<file path="config.mk">
export PLATFORM = sky130hd
export DESIGN_NAME = snn_frame_loader
export DESIGN_NICKNAME = d
export VERILOG_FILES = /design/src/rtl/snn_frame_loader.sv
export SDC_FILE = /design/constraint.sdc
export NUM_CORES = 1
export LEC_CHECK = 0
export CORE_UTILIZATION = 52
export CTS_BUF_LIST = sky130_fd_sc_hd__clkbuf_4
export DETAILED_ROUTE_END_ITERATION = 10
export PLACE_DENSITY = 0.81
export SYNTH_ARGS = -nofsm -noshare
export SYNTH_HDL_FRONTEND = slang
export SYNTH_SLANG_ARGS = --single-unit
</file>
<file path="constraint.sdc">
create_clock -name clk -period 2.4 [get_ports clk]
set_input_delay 0.36 -clock clk [delete_from_list [all_inputs] [get_ports clk]]
set_output_delay 0.36 -clock clk [all_outputs]
set_load 0.02 [all_outputs]
</file>
<file path="src/rtl/snn_frame_loader.sv">
// Byte-stream to bit-RAM unpacker for the SNN input frame: each received byte
// becomes eight LSB-first pixel writes, and a full frame fires one start pulse.
module snn_frame_loader #(
    parameter int NUM_BITS = 784,
    parameter int ADDR_W   = 10
) (
    input  logic              clk,
    input  logic              rst,
    input  logic              rx_rdy,
    input  logic [7:0]        rx_data,
    input  logic              core_done,
    output logic [ADDR_W-1:0] ram_addr,
    output logic              ram_din,
    output logic              ram_we,
    output logic              start,
    output logic              busy,
    output logic              overrun
);

    localparam logic [1:0] ST_LOAD  = 2'd0;
    localparam logic [1:0] ST_SHIFT = 2'd1;
    localparam logic [1:0] ST_HOLD  = 2'd2;

    localparam logic [ADDR_W-1:0] LAST_ADDR = ADDR_W'(NUM_BITS - 1);
    localparam logic [ADDR_W-1:0] ADDR_ONE  = ADDR_W'(1);

    logic [1:0]        state_r, state_s;
    logic [7:0]        sh_r, sh_s;
    logic [2:0]        bit_cnt_r, bit_cnt_s;
    logic [ADDR_W-1:0] addr_r, addr_s;
    logic              start_r, start_s;
    logic              ovr_r, ovr_s;

    // Next-state logic: a byte is only taken in LOAD; anything arriving otherwise is an overrun.
    always_comb begin
        state_s   = state_r;
        sh_s      = sh_r;
        bit_cnt_s = bit_cnt_r;
        addr_s    = addr_r;
        start_s   = 1'b0;
        ovr_s     = ovr_r;
        case (state_r)
            ST_LOAD: begin
                if (rx_rdy) begin
                    sh_s      = rx_data;
                    bit_cnt_s = 3'd0;
                    state_s   = ST_SHIFT;
                end else begin
                    state_s   = ST_LOAD;
                end
            end
            ST_SHIFT: begin
                sh_s      = {1'b0, sh_r[7:1]};
                addr_s    = addr_r + ADDR_ONE;
                bit_cnt_s = bit_cnt_r + 3'd1;
                if (rx_rdy) begin
                    ovr_s = 1'b1;
                end else begin
                    ovr_s = ovr_r;
                end
                if (bit_cnt_r == 3'd7) begin
                    if (addr_r == LAST_ADDR) begin
                        start_s = 1'b1;
                        state_s = ST_HOLD;
                    end else begin
                        state_s = ST_LOAD;
                    end
                end else begin
                    state_s = ST_SHIFT;
                end
            end
            ST_HOLD: begin
                // Release wins over a simultaneous stray byte, so the flag ends cleared.
                if (core_done) begin
                    addr_s  = '0;
                    ovr_s   = 1'b0;
                    state_s = ST_LOAD;
                end else if (rx_rdy) begin
                    ovr_s   = 1'b1;
                end else begin
                    ovr_s   = ovr_r;
                end
            end
            default: begin
                state_s = ST_LOAD;
            end
        endcase
    end

    // State registers with asynchronous reset.
    always_ff @(posedge clk or posedge rst) begin
        if (rst) begin
            state_r   <= ST_LOAD;
            sh_r      <= 8'h00;
            bit_cnt_r <= 3'd0;
            addr_r    <= '0;
            start_r   <= 1'b0;
            ovr_r     <= 1'b0;
        end else begin
            state_r   <= state_s;
            sh_r      <= sh_s;
            bit_cnt_r <= bit_cnt_s;
            addr_r    <= addr_s;
            start_r   <= start_s;
            ovr_r     <= ovr_s;
        end
    end

    assign ram_addr = addr_r;
    assign ram_din  = sh_r[0];
    assign ram_we   = (state_r == ST_SHIFT);
    assign busy     = (state_r != ST_LOAD);
    assign start    = start_r;
    assign overrun  = ovr_r;

endmodule

</file>
=== Yosys cells after proc, flatten, opt, wreduce, memory -nomap -nowiden ===
Index checks and enable logic that the tools add are counted.

* Input bits: 12
* Flip-flop bits (word level): 25
* Logic and storage cells: 37
* Output and inout port bits: 15

* Equality and inequality tests: 6
* Mux-type cells: 17
* Add/subtract/negate cells: 2
* Reduce and logical (&&, ||, !) cells: 6

{| class="wikitable"
|+ Operator list
! kind !! count
|-
| one-hot mux 10 bit (2 select lines) || 1
|-
| one-hot mux 8 bit (2 select lines) || 1
|-
| adder 10 x 1 -> 10 bit (second input constant) || 1
|-
| == test 10 bit (second input constant) || 1
|-
| two-way mux 10 bit || 1
|-
| two-way mux 8 bit || 1
|-
| two-way mux 1 bit || 6
|-
| two-way mux 2 bit || 3
|-
| one-hot mux 2 bit (3 select lines) || 1
|-
| one-hot mux 3 bit (2 select lines) || 1
|-
| nonzero test 2 bit || 3
|-
| != test 2 bit (second input constant) || 2
|-
| AND reduction 2 bit || 2
|-
| adder 3 x 1 -> 3 bit (second input constant) || 1
|-
| == test 3 bit (second input constant) || 1
|-
| two-way mux 3 bit || 1
|-
| == test 2 x 1 -> 1 bit (second input constant) || 1
|-
| == test 2 bit (second input constant) || 1
|-
| zero test 2 bit || 1
|-
| one-hot mux 1 bit (2 select lines) || 1
|}

=== Logic depth before layout (Yosys ltp) ===
* Depth after elaboration: 4
* Depth in mapped cells: 7
* Depth with buffers taken out: 5

=== Worst setup path after synthesis ===
No wires, ideal clock.

* Path kind: register -> register
* From: reg state_r[1]
* To: reg addr_r[5] (netlist: ram_addr[5])
* Clock period less this slack: 1.883 ns
* Arrival time: 1.805 ns
* Required time: 2.323 ns
* Slack: 0.517 ns
* Library setup time: 0.077 ns
* Cell stages (with the launch flop): 8
* Buffers on the path: 2
* Cells stage by stage: dfrtp_1 -> inv_1 -> ha_1 -> buf_2 -> mux2i_1 -> buf_6 -> or4_1 -> a21oi_1

* Cells in the longest elaborated chain, start to end: 3
* Elaborated cells between the ends (all ways): 6
* Classes of those cells: 3 x eq/ne; 1 x mux; 2 x reduce/logical

{| class="wikitable"
|+ RTL lines
! what !! RTL line !! source
|-
| from (decl) || 27 || <nowiki>logic [1:0] state_r, state_s;</nowiki>
|-
| from (signal assigned) || 100 || <nowiki>state_r <= state_s;</nowiki>
|-
| == test 2 x 1 -> 1 bit * || -- ||
|-
| net ram_we || 14 || <nowiki>output logic ram_we,</nowiki>
|-
| nonzero test 2 bit (no source line) || -- ||
|-
| AND reduction 2 bit (no source line) || -- ||
|-
| to (signal assigned) || 103 || <nowiki>addr_r <= addr_s;</nowiki>
|-
| to (decl) || 30 || <nowiki>logic [ADDR_W-1:0] addr_r, addr_s;</nowiki>
|}

Mark *: on every way through the listed nets, which the timed path passes. The rest lies on a longest branch.
A chain may end at the register's enable or synchronous reset.

=== Worst setup path in the final report ===
* From: reg state_r[0]
* To: out busy

* Cells in the longest elaborated chain, start to end: 1

{| class="wikitable"
|+ RTL lines
! what !! RTL line !! source
|-
| nonzero test 2 bit || 112 || <nowiki>assign busy = (state_r != ST_LOAD);</nowiki>
|-
| to (decl) || 16 || <nowiki>output logic busy,</nowiki>
|}

No other way between the ends.

==> out/results.txt <==
outcome: complete, no violations
WS Path Type: reg -> out
final net count: 175
MaxCap Viol Count: 0
P&R area growth vs syn: 25.3%
DRC errors left: 0
core area: 2250 sq um
Max Slew Vio Count: 0
First DRT Iteration DRCs: 22
simple-gate share of the synthesized area: 16.0%
vias in the first global route: 1008
Final GP Congestion: 0.823
Synth cell types: 26
Die Y: 51.3 um
Die X: 51.3 um
IO buf count: 26
# rows: 17
initial core utilization: 56.0%
initial antenna violation count: 0
Ports: 27
first-pass GRT wire length: 4.21 mm
CTS root buf: clkbuf_4
critical path arrival: 1.73 ns
H-tree Lvls: 1
vias: 1037
Leak: 0.705 nW
Die ar.: 2630 sq um
clock sink count: 25
Power Density: 1100 nW/um^2
Clock Latency Late Sink: 0.32 ns
Worst Hold Class: in -> async
period utilization: 86.9%
clock buffer depth: 2
Setup crit end kind: primary output
CP Max Fanout: 4
Main synth FF type: dfrtp_1
mux cell area share after synthesis: 8.81%
Fin. Hold Viols: 0
Syn Area/Cell: 9.87 sq um
final instance area: 1580 sq um
sequential share of the synthesized area: 49.5%
# setup viols final: 0
# Post-CTS Setup Buffers: 0
#FFs+latches synth: 25
Compound-Gate Fraction of Synth Area: 14.9%
peak supply drop: 773 uV
fill count: 204
Yosys top cell by area: dfrtp_1
DP Worst Slack: 0.387 ns
Final ANT Viol Nets: 0
post-synthesis xor/xnor area fraction: 0%
most frequent cell after synthesis: dfrtp_1
critical path required time: 2.04 ns
clk_skew: 0.00170 ns
Post-synth EDFFs: 0
Peak Freq: 479 MHz
Commonest cells post-synth: 25 x dfrtp_1, 21 x nand2_1, 12 x o21ai_0, 10 x mux2i_1
vias per cell: 5.64
largest net degree at the start of global routing: 26
unrepaired setup endpoints after global routing: no
hold buffer count at CTS: 0
dpl cell area: 1550 sq um
CTS tree: built
main combinational cell family by area after synthesis: simple AND/OR/NAND/NOR gates
clk slew on worst S/H paths: 0.13 ns
Mapped Area: 1260 sq um
total grt overflow: 0
cts repair resizes: 0
Slew Limit Headroom: 39.7%
top-area cell type share of the netlist area: 49.5%
setup ws final: 0.314 ns
Num CTS Buffers: 3
wire length per cell: 13.3 um
share of cells above drive strength 1: 4.49%
cells after synthesis: 128
Total GRT Usage: 21.9%
Syn Nets: 146
Tmin final: 2.09 ns
Detailed Route WL: 2.44 mm
crit start category: flip-flop
R2R setup slack: 0.36 ns
fin util: 70.3%
synth top area cells: dfrtp_1 50%, mux2i_1 7.9%, nand2_1 6.2%, ha_1 5.9%, o21ai_0 4.8%
share of synthesized registers carrying an async set or reset: 100%
Fin Setup TNS: 0 ns
dpl hpwl: 1.78 mm
diode count: 0
worst slew pin tran: 0.880 ns
Yosys warning total: 0
1st-pass router iterations: 4
adder-cell share of the synthesized area: 5.94%
[path summary, 6_finish.rpt]
path	start	to	cells after the start
worst min-delay path	rst	sh_r[1]	3
min in group clk	sh_r[7]	sh_r[7]	2
worst min register to register	sh_r[7]	sh_r[7]	2
max in group asynchronous	rst	state_r[1]	3
worst max-delay path	state_r[0]	busy	4
worst max register to register	state_r[0]	ram_addr[9]	5
[metal layers]
metal  vias to the layer above  global-route usage (%)  part of all wire [%]  wire [um]
met5                         -                       0                     0          0
met4                         0                    10.8                   1.9         46
met3                         5                    3.27                   3.1         75
met2                        24                    39.5                    50       1220
met1                       496                    25.0                    45       1100
li1                        512                       -                     -          -
[metrics by stage]
stage / cells / hold WS, ns / total power, mW
finish: 184 / 0.369 / 1.73
global route: 184 / 0.417 / 1.88
CTS: 184 / 0.372 / 1.75
detailed placement: 180 / 0.457 / 1.55
global placement: 180 / 0.452 / 1.51
floorplan: 128 / 0.387 / 1.25
[state kept, by name (all words and copies together), names as in the netlist]
name and count:
start 1, bit_cnt_r 3, ram_addr 10, overrun 1, state_r 2, sh_r 8
[cells by family (layout without fill, tap and decap cells)]
family                     count (synthesis)  count (layout)
buffers and inverters                     14              42
DFF                                       25              25
muxes                                     11              11
and+or+nand+nor                           39              39
AOI/OAI and AO/OA                         33              33
adders and majority gates                  6               6
[final cells by class]
class | instances | area (sq um) | share of cell area (%)
clock buffers | 4 | 30.0 | 1.90
repair buffers | 29 | 283 | 17.9
inverters | 9 | 33.8 | 2.13
flip-flops and latches | 25 | 626 | 39.5
multi-input cells | 89 | 577 | 36.4
well taps | 28 | 35.0 | 2.21
[placed cells by master, fill, tap and decap left out, drive strengths merged]
master / n
clkbuf: 4
nand4b: 1
mux2i: 10
o31ai: 6
nand2b: 2
nand3: 3
dfrtp: 25
a41oi: 1
or3: 1
or3b: 1
clkdlybuf4s50: 26
nor4: 2
o21ai: 16
ha: 6
a21oi: 9
inv: 9
nand4bb: 1
nor2b: 1
or4: 4
a221oi: 1
mux2: 1
nand4: 2
buf: 3
nand2: 21
[worst max-delay path, stage by stage (launching register included)]
cell	delay, ns
dfrtp_1	0.38
inv_1	0.08
ha_1	0.25
inv_1	0.09
clkdlybuf4s50_1	0.61
[power by group]
part / internal (mW) / switching [mW]
Combinational: 0.370 / 0.452
Sequential: 0.567 / 0.148
Clock: 0.0764 / 0.120
No activity file was read; power rests on OpenSTA's default activity.
